[config.mk]
export PLATFORM = sky130hd
export DESIGN_NAME = lnic_tx_arbiter_flat
export DESIGN_NICKNAME = d
export VERILOG_FILES = /design/src/rtl/lnic_net_pkg.sv /design/src/rtl/lnic_tx_arbiter_if.sv /design/src/rtl/lnic_token_bucket.sv /design/src/rtl/lnic_tx_arbiter.sv /design/src/flat_wrapper.sv
export SDC_FILE = /design/constraint.sdc
export NUM_CORES = 1
export LEC_CHECK = 0
export CAP_MARGIN = 25
export CORE_AREA = 2 2 155 157
export DETAILED_ROUTE_END_ITERATION = 16
export DIE_AREA = 0 0 157 159
export PLACE_DENSITY = 0.56
export SLEW_MARGIN = 20
export SYNTH_ARGS = -nofsm -noshare
export SYNTH_HDL_FRONTEND = slang
export SYNTH_SLANG_ARGS = --single-unit
export TNS_END_PERCENT = 1
[constraint.sdc]
create_clock -name clock -period 13.2 [get_ports clock]
set_input_delay 2.64 -clock clock [delete_from_list [all_inputs] [get_ports clock]]
set_output_delay 2.64 -clock clock [all_outputs]
set_load 0.01 [all_outputs]
[src/rtl/lnic_net_pkg.sv]
// lnic_net_pkg
//  Shared constants and types for the simulated-network TX path.
//  NET_DATA_W / NET_KEEP_W : width of one stream beat and its byte enables
//  arb_state_t             : TX arbiter state (IDLE = choosing a port, XFER = packet in flight)
package lnic_net_pkg;

    localparam int NET_DATA_W = 64;
    localparam int NET_KEEP_W = 8;

    typedef enum logic {
        IDLE = 1'b0,
        XFER = 1'b1
    } arb_state_t;

endpackage

[src/rtl/lnic_tx_arbiter_if.sv]
// lnic_tx_arbiter_if
//  Bundles the N_PORTS source streams and the merged network stream of the TX arbiter.
//  in_valid/in_ready/in_last : per-port handshake and end-of-packet, one bit per port
//  in_data/in_keep           : per-port beat payload, port i at [W*i +: W]
//  net_out_*                 : merged stream towards the network endpoint
//  master : the side that drives the sources and the downstream ready
//  slave  : the arbiter itself
interface lnic_tx_arbiter_if #(
    parameter int N_PORTS = 4
);
    import lnic_net_pkg::*;

    logic [N_PORTS-1:0]            in_valid;
    logic [N_PORTS-1:0]            in_ready;
    logic [N_PORTS*NET_DATA_W-1:0] in_data;
    logic [N_PORTS*NET_KEEP_W-1:0] in_keep;
    logic [N_PORTS-1:0]            in_last;

    logic                  net_out_valid;
    logic                  net_out_ready;
    logic [NET_DATA_W-1:0] net_out_data;
    logic [NET_KEEP_W-1:0] net_out_keep;
    logic                  net_out_last;

    modport master (
        output in_valid, in_data, in_keep, in_last, net_out_ready,
        input  in_ready, net_out_valid, net_out_data, net_out_keep, net_out_last
    );

    modport slave (
        input  in_valid, in_data, in_keep, in_last, net_out_ready,
        output in_ready, net_out_valid, net_out_data, net_out_keep, net_out_last
    );

endinterface

[src/rtl/lnic_token_bucket.sv]
// lnic_token_bucket
//  Token-bucket rate limiter for the TX arbiter.
//  clock, reset : clock and synchronous active-high reset
//  inc_i        : tokens added per refill
//  period_i     : a refill happens every period_i+1 cycles
//  size_i       : bucket capacity; 0 bypasses the limiter (tokens held at 0)
//  consume_i    : one beat was transferred this cycle
//  allow_o      : a beat may be offered this cycle
module lnic_token_bucket #(
    parameter int TOKEN_W = 8
) (
    input  logic       clock,
    input  logic       reset,
    input  logic [7:0] inc_i,
    input  logic [7:0] period_i,
    input  logic [7:0] size_i,
    input  logic       consume_i,
    output logic       allow_o
);

    localparam logic [TOKEN_W:0] ONE = {{TOKEN_W{1'b0}}, 1'b1};

    logic [7:0]         periodCnt_q, periodCnt_d;
    logic [TOKEN_W-1:0] tokens_q, tokens_d;
    logic               refill;
    logic [TOKEN_W:0]   sum;
    logic [TOKEN_W:0]   sizeExt;
    logic [TOKEN_W:0]   filled;

    always_ff @(posedge clock) begin
        if (reset) begin
            periodCnt_q <= '0;
            tokens_q    <= '0;
        end else begin
            periodCnt_q <= periodCnt_d;
            tokens_q    <= tokens_d;
        end
    end

    // The >= compare lets a live shrink of period_i wrap the counter at once.
    // The refill sum is one bit wider than the counter so it saturates instead of wrapping.
    // A consume can only happen while tokens are non-zero, so filled-1 never underflows.
    always_comb begin
        refill      = (periodCnt_q >= period_i);
        periodCnt_d = refill ? 8'd0 : periodCnt_q + 8'd1;
        sum         = {1'b0, tokens_q} + (TOKEN_W+1)'(inc_i);
        sizeExt     = (TOKEN_W+1)'(size_i);
        filled      = {1'b0, tokens_q};
        if (refill) begin
            filled = (sum > sizeExt) ? sizeExt : sum;
        end
        if (size_i == 8'd0) begin
            tokens_d = '0;
        end else if (consume_i) begin
            tokens_d = TOKEN_W'(filled - ONE);
        end else begin
            tokens_d = TOKEN_W'(filled);
        end
    end

    assign allow_o = (size_i == 8'd0) || (tokens_q != '0);

endmodule

[src/rtl/lnic_tx_arbiter.sv]
// lnic_tx_arbiter
//  Merges N_PORTS packet sources onto one 64-bit network TX stream with packet-granular
//  round-robin arbitration, gated by a token-bucket rate limiter.
//  clock, reset  : clock and synchronous active-high reset
//  bus           : source streams and merged output stream (lnic_tx_arbiter_if.slave)
//  rlimit_inc    : tokens added per refill
//  rlimit_period : refill every rlimit_period+1 cycles
//  rlimit_size   : bucket capacity; 0 bypasses the limiter
//  grant_idx     : currently / last granted port
//  busy          : high while a packet is in flight
module lnic_tx_arbiter
    import lnic_net_pkg::*;
#(
    parameter int N_PORTS = 4,
    parameter int TOKEN_W = 8
) (
    input  logic                       clock,
    input  logic                       reset,
    lnic_tx_arbiter_if.slave           bus,
    input  logic [7:0]                 rlimit_inc,
    input  logic [7:0]                 rlimit_period,
    input  logic [7:0]                 rlimit_size,
    output logic [$clog2(N_PORTS)-1:0] grant_idx,
    output logic                       busy
);

    localparam int IDX_W = $clog2(N_PORTS);

    arb_state_t       state_q, state_d;
    logic [IDX_W-1:0] grant_q, grant_d;
    logic [IDX_W-1:0] rr_q, rr_d;
    logic             allow;
    logic             xfer;
    logic             found;
    int               searchIdx;

    lnic_token_bucket #(
        .TOKEN_W (TOKEN_W)
    ) u_bucket (
        .clock     (clock),
        .reset     (reset),
        .inc_i     (rlimit_inc),
        .period_i  (rlimit_period),
        .size_i    (rlimit_size),
        .consume_i (xfer),
        .allow_o   (allow)
    );

    always_ff @(posedge clock) begin
        if (reset) begin
            state_q <= IDLE;
            grant_q <= '0;
            rr_q    <= '0;
        end else begin
            state_q <= state_d;
            grant_q <= grant_d;
            rr_q    <= rr_d;
        end
    end

    // In IDLE the first requesting port at or after rr_q (with wrap) wins; the grant is
    // only registered here, so every packet pays one arbitration cycle. The pointer moves
    // past the winner only when its last beat leaves, which keeps grants packet-granular.
    always_comb begin
        state_d   = state_q;
        grant_d   = grant_q;
        rr_d      = rr_q;
        found     = 1'b0;
        searchIdx = 0;
        case (state_q)
            IDLE: begin
                for (int i = 0; i < N_PORTS; i++) begin
                    searchIdx = (int'(rr_q) + i) % N_PORTS;
                    if (!found && bus.in_valid[searchIdx]) begin
                        found   = 1'b1;
                        grant_d = IDX_W'(searchIdx);
                    end
                end
                if (found) begin
                    state_d = XFER;
                end
            end
            XFER: begin
                if (xfer && bus.in_last[grant_q]) begin
                    state_d = IDLE;
                    rr_d    = (int'(grant_q) == N_PORTS - 1) ? '0 : IDX_W'(int'(grant_q) + 1);
                end
            end
            default: state_d = IDLE;
        endcase
    end

    // Valid is built from the granted source and the limiter only, never from net_out_ready.
    always_comb begin
        bus.net_out_data  = bus.in_data[int'(grant_q)*NET_DATA_W +: NET_DATA_W];
        bus.net_out_keep  = bus.in_keep[int'(grant_q)*NET_KEEP_W +: NET_KEEP_W];
        bus.net_out_last  = bus.in_last[grant_q];
        bus.net_out_valid = (state_q == XFER) && bus.in_valid[grant_q] && allow;
        bus.in_ready      = '0;
        if (state_q == XFER) begin
            bus.in_ready[grant_q] = bus.net_out_ready && allow;
        end
        xfer      = bus.net_out_valid && bus.net_out_ready;
        busy      = (state_q == XFER);
        grant_idx = grant_q;
    end

endmodule
[src/flat_wrapper.sv]
// flat-port wrapper written by rule: the top's interface ports become plain ports
module lnic_tx_arbiter_flat import lnic_net_pkg::*;
#(
    parameter int N_PORTS = 4,
    parameter int TOKEN_W = 8
)
  (clock, reset, rlimit_inc, rlimit_period, rlimit_size, grant_idx, busy, bus_in_valid, bus_in_data, bus_in_keep, bus_in_last, bus_net_out_ready, bus_in_ready, bus_net_out_valid, bus_net_out_data, bus_net_out_keep, bus_net_out_last);
  lnic_tx_arbiter_if #(.N_PORTS(N_PORTS)) bus_i ();
  input  logic clock;
  input  logic reset;
  input  logic [7:0] rlimit_inc;
  input  logic [7:0] rlimit_period;
  input  logic [7:0] rlimit_size;
  output logic [$clog2(N_PORTS)-1:0] grant_idx;
  output logic busy;
  input wire logic [$bits(bus_i.in_valid)-1:0] bus_in_valid;
  input wire logic [$bits(bus_i.in_data)-1:0] bus_in_data;
  input wire logic [$bits(bus_i.in_keep)-1:0] bus_in_keep;
  input wire logic [$bits(bus_i.in_last)-1:0] bus_in_last;
  input wire logic [$bits(bus_i.net_out_ready)-1:0] bus_net_out_ready;
  output wire logic [$bits(bus_i.in_ready)-1:0] bus_in_ready;
  output wire logic [$bits(bus_i.net_out_valid)-1:0] bus_net_out_valid;
  output wire logic [$bits(bus_i.net_out_data)-1:0] bus_net_out_data;
  output wire logic [$bits(bus_i.net_out_keep)-1:0] bus_net_out_keep;
  output wire logic [$bits(bus_i.net_out_last)-1:0] bus_net_out_last;
  assign bus_i.in_valid = bus_in_valid;
  assign bus_i.in_data = bus_in_data;
  assign bus_i.in_keep = bus_in_keep;
  assign bus_i.in_last = bus_in_last;
  assign bus_i.net_out_ready = bus_net_out_ready;
  assign bus_in_ready = bus_i.in_ready;
  assign bus_net_out_valid = bus_i.net_out_valid;
  assign bus_net_out_data = bus_i.net_out_data;
  assign bus_net_out_keep = bus_i.net_out_keep;
  assign bus_net_out_last = bus_i.net_out_last;
  lnic_tx_arbiter #(.N_PORTS(N_PORTS), .TOKEN_W(TOKEN_W)) u_core (.clock(clock), .reset(reset), .bus(bus_i), .rlimit_inc(rlimit_inc), .rlimit_period(rlimit_period), .rlimit_size(rlimit_size), .grant_idx(grant_idx), .busy(busy));
endmodule
=== After elaboration in Yosys (flattened, before gate mapping) ===
Cells that the tools add are included.

* Register bits after elaboration: 21
* Input bits: 323

* Shift operators: 2
* Bitwise logic cells: 5
* Reductions and logical operators: 23
* $add $sub $neg: 7
* Mux-type cells: 37
* Eq/ne operators: 1
* Order comparisons: 8

{| class="wikitable"
|+ Operator list
! cell !! number
|-
| variable part select 256 x 9 -> 64 bit || 1
|-
| variable part select 32 x 6 -> 8 bit || 1
|-
| two-way mux 8 bit || 3
|-
| two-way mux 1 bit || 20
|-
| binary-select mux 1 bit (select 2 bit) || 6
|-
| less-than comparator 3 x 4 -> 1 bit, second input constant || 3
|-
| two-way mux 2 bit || 5
|-
| OR reduction 2 bit || 5
|-
| adder 8 x 8 -> 9 bit || 1
|-
| greater-than comparator 9 x 8 -> 1 bit || 1
|-
| logical AND 1 bit || 9
|-
| adder 8 x 1 -> 8 bit, second input constant || 1
|-
| >= comparator 8 bit || 1
|-
| logical NOT 8 bit || 1
|-
| nonzero test 8 bit || 1
|-
| subtractor 8 x 1 -> 8 bit, second input constant || 1
|-
| less-than comparator 2 x 3 -> 1 bit, second input constant || 2
|-
| adder 2 x 1 -> 2 bit, second input constant || 2
|-
| adder 2 bit, second input constant || 2
|-
| AND 4 bit || 1
|-
| two-way mux 4 bit || 1
|-
| AND reduction 2 bit || 2
|-
| nonzero test 4 bit || 1
|-
| AND 1 bit, first input constant || 3
|-
| other kinds (7) || 9
|}

=== Longest topological paths before layout ===
* Depth in word-level cells: 19
* Mapped depth: 19
* Mapped depth without buffers: 19

=== Hierarchy ===
Synthesis repeated with hierarchy kept, for this count alone.

* Cell total of the unflattened synthesis: 350
* Area, all modules: 3915.0 um^2

{| class="wikitable"
|+ By module, submodules not included
! module !! cells each !! area each (um^2) !! instances
|-
| lnic_tx_arbiter || 144 || 2205.9 || 1
|-
| lnic_token_bucket || 206 || 1709.1 || 1
|}

=== Least setup slack after synthesis ===
No wires, ideal clock.

* Kind: input port to flip-flop
* From: input rlimit_inc[0]
* To: register u_core.u_bucket.tokens_q[5]
* Cell stages on the path: 15
* Arrival: 6.572 ns
* Data required time: 13.084 ns
* Path buffers: 0
* Slack: 6.512 ns
* Cell sequence: ha_1 > fa_1 > a21o_1 > a21oi_1 > xnor2_1 > ha_1 > and4_1 > a221o_1 > a221o_1 > a221oi_4 > mux2_1 > mux2_4 > nor4b_4 > a21oi_1 > a31o_1

* Word-level cells in the longest chain between the ends: 6

{| class="wikitable"
|+ RTL lines
! what !! line !! text
|-
| from (decl) || flat_wrapper.sv:11 || <nowiki>input logic [7:0] rlimit_inc;</nowiki>
|-
| adder 8 x 8 -> 9 bit (*) || lnic_token_bucket.sv:46 || <nowiki>sum = {1'b0, tokens_q} + (TOKEN_W+1)'(inc_i);</nowiki>
|-
| greater-than comparator 9 x 8 -> 1 bit || lnic_token_bucket.sv:50 || <nowiki>filled = (sum > sizeExt) ? sizeExt : sum;</nowiki>
|-
| two-way mux 8 bit (*) || lnic_token_bucket.sv:50 ||
|-
| two-way mux 8 bit (*) || lnic_token_bucket.sv:49 || <nowiki>if (refill) begin</nowiki>
|-
| subtractor 8 x 1 -> 8 bit || lnic_token_bucket.sv:55 || <nowiki>tokens_d = TOKEN_W'(filled - ONE);</nowiki>
|-
| two-way mux 8 bit (*) || lnic_token_bucket.sv:54 || <nowiki>end else if (consume_i) begin</nowiki>
|-
| to (signal assigned) || lnic_token_bucket.sv:36 || <nowiki>tokens_q <= tokens_d;</nowiki>
|-
| to (decl) || lnic_token_bucket.sv:24 || <nowiki>logic [TOKEN_W-1:0] tokens_q, tokens_d;</nowiki>
|}

Mark *: on every way between the ends. The rest lies on a longest branch, timed or not.
A chain may end at the register's enable or synchronous reset.

=== Worst setup path in the final report ===
* From: input rlimit_size[4]
* To: output bus_in_ready[1]

* Word-level cells in the longest chain between the ends: 5

{| class="wikitable"
|+ RTL lines
! what !! line !! text
|-
| from (decl) || flat_wrapper.sv:13 || <nowiki>input logic [7:0] rlimit_size;</nowiki>
|-
| logical NOT 8 bit || lnic_token_bucket.sv:61 || <nowiki>assign allow_o = (size_i == 8'd0) || (tokens_q != '0);</nowiki>
|-
| logical OR 1 bit || lnic_token_bucket.sv:61 ||
|-
| logical AND 1 bit || lnic_tx_arbiter.sv:101 || <nowiki>bus.in_ready[grant_q] = bus.net_out_ready && allow;</nowiki>
|-
| AND 4 bit (no line) || -- ||
|-
| two-way mux 4 bit || lnic_tx_arbiter.sv:100 || <nowiki>if (state_q == XFER) begin</nowiki>
|-
| to (decl) || flat_wrapper.sv:21 || <nowiki>output wire logic [$bits(bus_i.in_ready)-1:0] bus_in_ready;</nowiki>
|}

Every way passes these cells.

==> run_results.csv <==
group,metric,value,unit
synth,yosysTopAreaCell,"mux4_2",
global_route,grt_pass1_vias,4854,
power,leakage_power,0.00297,uW
critical_path,worstPathCellList,"clkdlybuf4s50_1, or4_1, nor2_1, o211ai_1, nor2_1, clkdlybuf4s50_1",
synth,synth.cell_area,0.00371,mm2
synth,async_reset_ff_share,0,%
critical_path,critical_path.reg2reg.endpoint,"u_core.u_bucket.tokens_q[5]",
critical_path,register_to_register_setup_slack,8.47,ns
clock_network,clk_root_buf,"clkbuf_16",
run,max_cap_viol_count,0,
die,floorplan.die_area,0.0250,mm2
clock_network,post-cts-setup-buffer-count,0,
critical_path,start_kind,"primary input",
global_route,grt_antenna_before_repair,4,
synth,synthesis.yosys.warnings,0,
worst_hold_path,timing.hold.worst.class,"reg -> reg",
synth,cells_after_synth,335,
critical_path,cpMaxStageDelayCell,"clkdlybuf4s50_1",
synth,synth_fp_nets,689,
timing,timing.slew.headroom,31.8,%
drt,post_drt_via_cell_ratio,4.34,
timing,clock_skew,0.0101,ns
clock_network,clk_path_buf_depth,2,
die,die_w,157,um
die,initial_utilization,16.0,%
drt,detailroute.via_count,4539,
global_route,grt_use_total,20.6,%
timing,setup_viol,0,
timing,measured_slew_at_the_worst_slew_check_pin,1.02,ns
critical_path,worst_setup_path_end_kind,"output port",
timing,final-max-slew-violation-count,0,
critical_path,timing.rr.start,"u_core.u_bucket.tokens_q[0]",
global_route,globalRouteOverflowTotal,0,
global_route,global_route_wire_length_before_repair,35800,um
timing,rsz0062_at_grt,"no",
cells_and_area,nNetsFinal,1080,
critical_path,required,10.56,ns
die,io_pins,404,
critical_path,critPathTopFamily,"buffers and inverters",
drt,drt_pre_antenna_iters,4,
critical_path,cp-startpoint,"rlimit_size[4]",
timing,time_the_worst_path_needs_with_i_o_delays_and_setup,7.35,ns
power,vdd.ir_drop.worst,0.0000512,V
clock_network,numCtsBuffers,3,
clock_network,cts_tree,"yes",
die,core_rows,56,
critical_path,critPathMaxFanout,4,
die,floorplan.core_area,0.0232,mm2
drt,drc_violation_total_after_the_first_tritonroute_iteration,290,
clock_network,insertion_delay,0.26,ns
cells_and_area,fillers,2327,
die,die_height,159,um
critical_path,worst_path_largest_cell_delay,0.55,ns
power,power_density,63.5,mW/mm2
synth,synth.yosys.seq_area_share,11.3,%
synth,post_synth.cell_area_avg,11.1,um2
cells_and_area,areaGrowthSynthToFinish,121,%
drt,postRouteWirelength,27200,um
critical_path,timing.critical_path.buf_inv,2,
cells_and_area,final_area,0.00819,mm2
cells_and_area,regArea,428,um2
critical_path,path_class,"in -> out",
timing,timing.hold.ws,0.480,ns
synth,postSynthRegisterBits,21,
clock_network,cts.sinks,21,
status,outcome,"finished, final reports clean",
clock_network,post_cts_hold_buffer_count,0,
clock_network,worst_setup_hold_path_clk_slew,0.07,ns
worst_hold_path,hold_path_end,"u_core.u_bucket.periodCnt_q[0]",
timing,achievable-frequency,0.136,GHz
synth,synth_flop_cell,"dfxtp_1",
place,io_buffer_count,403,
drt,ant_nets,0,
synth,yosys.cell_types.count,49,
clock_network,cts_repair_resize_count,0,
global_route,maximum_number_of_pins_on_one_net_before_global_route_repair,72,
place,place_area,0.00808,mm2
clock_network,cts_max_level,1,
synth,yosys.area.top_type_share,45.0,%
cells_and_area,fraction_of_final_layout_cells_with_drive_strength_greater_than_1,13.5,%
timing,finalHoldViolations,0,
timing,fin_setup_tns,0,ns
worst_hold_path,worstHoldPathCells,1,
drt,route.detailed.wl_per_inst,26.0,um
worst_hold_path,hold_start,"u_core.u_bucket.periodCnt_q[0]",
cells_and_area,multi_input_area,0.00307,mm2
synth,number_of_enable_flip_flop_cells_after_synthesis,0,
place,place_congestion,0.882,
critical_path,crit_arrival,4.71,ns
synth,cell_types_with_the_largest_area_share_after_synthesis,"mux4_2, dfxtp_1, ha_1",
place,dpl.hpwl,23800,um
critical_path,number_of_cell_instances_on_the_worst_register_to_register_path,15,
timing,timing.final.crit_share,55.7,%
drt,post-route-drc-count,0,
-- area by class of cell --
type                       count  share of cell area [%]
antenna                        2                  0.0611
clock buffer                   3                   0.917
clock inverter                 1                  0.0917
inverter                      32                    1.47
multi-input combinational    261                    37.5
sequential                    21                    5.22
tap                          319                    4.87
timing repair buffer         407                    49.9
-- sequential cells by signal (all words and copies together) (netlist names) --
register and count:
u_core.grant_idx 2, u_core.u_bucket.periodCnt_q 8, u_core.u_bucket.tokens_q 8, u_core.busy 1, u_core.rr_q 2
-- worst max-delay path by stage --
| stage | endpoint | cells past startpoint | slack [ns] |
|---|---|---|---|
| 6_report | bus_in_ready[1] | 6 | 5.85 |
| 5_1_grt | bus_in_ready[1] | 6 | 5.74 |
| 4_1_cts | bus_in_ready[1] | 6 | 5.84 |
| 3_5_place_dp | u_core.u_bucket.tokens_q[5] | 16 | 5.78 |
| 3_3_place_gp | u_core.u_bucket.tokens_q[6] | 19 | 5.78 |
| 2_1_floorplan | u_core.u_bucket.tokens_q[5] | 15 | 6.51 |
-- metal layers --
| layer | GRT usage, % | wire length, um | vias to the layer above |
|---|---|---|---|
| met2 | 30.7 | 11400 | 254 |
| li1 | - | - | 2104 |
| met5 | 0 | 0 | - |
| met4 | 1.38 | 60 | 0 |
| met3 | 12.6 | 4360 | 4 |
| met1 | 26.6 | 11300 | 2177 |
-- stage by stage --
step | cells | util (%) | total power [uW] | setup slack, ns
CTS | 1043 | 35.2 | 524 | 5.84
global placement | 1039 | 34.8 | 456 | 5.78
floorplan | 335 | - | 232 | 6.51
global route | 1046 | 35.3 | 555 | 5.74
detailed placement | 1039 | 34.8 | 453 | 5.78
finish | 1046 | 35.3 | 520 | 5.85
-- report_power, final --
| part | total, uW | internal, uW | leakage (uW) | switching (uW) |
|---|---|---|---|---|
| Sequential | 77.9 | 68.4 | 0.000172 | 9.53 |
| Combinational | 376 | 219 | 0.00276 | 157 |
| Clock | 66.0 | 41.0 | 0.0000371 | 24.9 |
-- cells by family (layout without fill, tap and decap cells) --
| kind of cell | after synthesis | after routing | share of synthesized area (%) |
|---|---|---|---|
| compound gates | 51 | 51 | 10.3 |
| xor+xnor | 16 | 16 | 3.78 |
| fa+ha+maj | 31 | 31 | 10.7 |
| buf+inv | 53 | 443 | 5.77 |
| flops | 21 | 21 | 11.3 |
| mux | 84 | 84 | 47.9 |
| other cells | 0 | 2 | 0 |
| simple gates | 79 | 79 | 10.2 |
-- synthesized netlist by cell type (2+ instances only) --
library cell,instances
a211o_1,3
a21o_1,4
a21oi_1,12
a21oi_2,3
a221o_1,2
a31o_1,2
a31oi_1,2
buf_1,9
buf_6,2
clkbuf_1,10
dfxtp_1,21
ha_1,30
inv_1,32
mux2i_1,7
mux4_2,74
nand2_1,16
nand2b_1,2
nand3_1,6
nand4_1,2
nor2_1,35
nor2b_1,2
nor3_1,2
nor4_1,4
o211ai_1,2
o21ai_0,9
or2_2,4
or4_1,2
xnor2_1,10
xor2_1,6
-- layout by cell type (no fill, tap or decap), drive strengths merged, types with 3 or more instances in the layout --
| master | instances |
|---|---|
| xor2 | 6 |
| mux4 | 74 |
| nor4 | 4 |
| xnor2 | 10 |
| dfxtp | 21 |
| mux2i | 7 |
| clkbuf | 3 |
| nand3 | 6 |
| nor2 | 35 |
| a21oi | 16 |
| or2 | 4 |
| nand2 | 16 |
| a21o | 4 |
| o21ai | 9 |
| buf | 4 |
| inv | 32 |
| ha | 30 |
| a31o | 3 |
| clkdlybuf4s50 | 403 |
| mux2 | 3 |
| a211o | 3 |
Note: power is estimated with default switching activity, not from simulation.
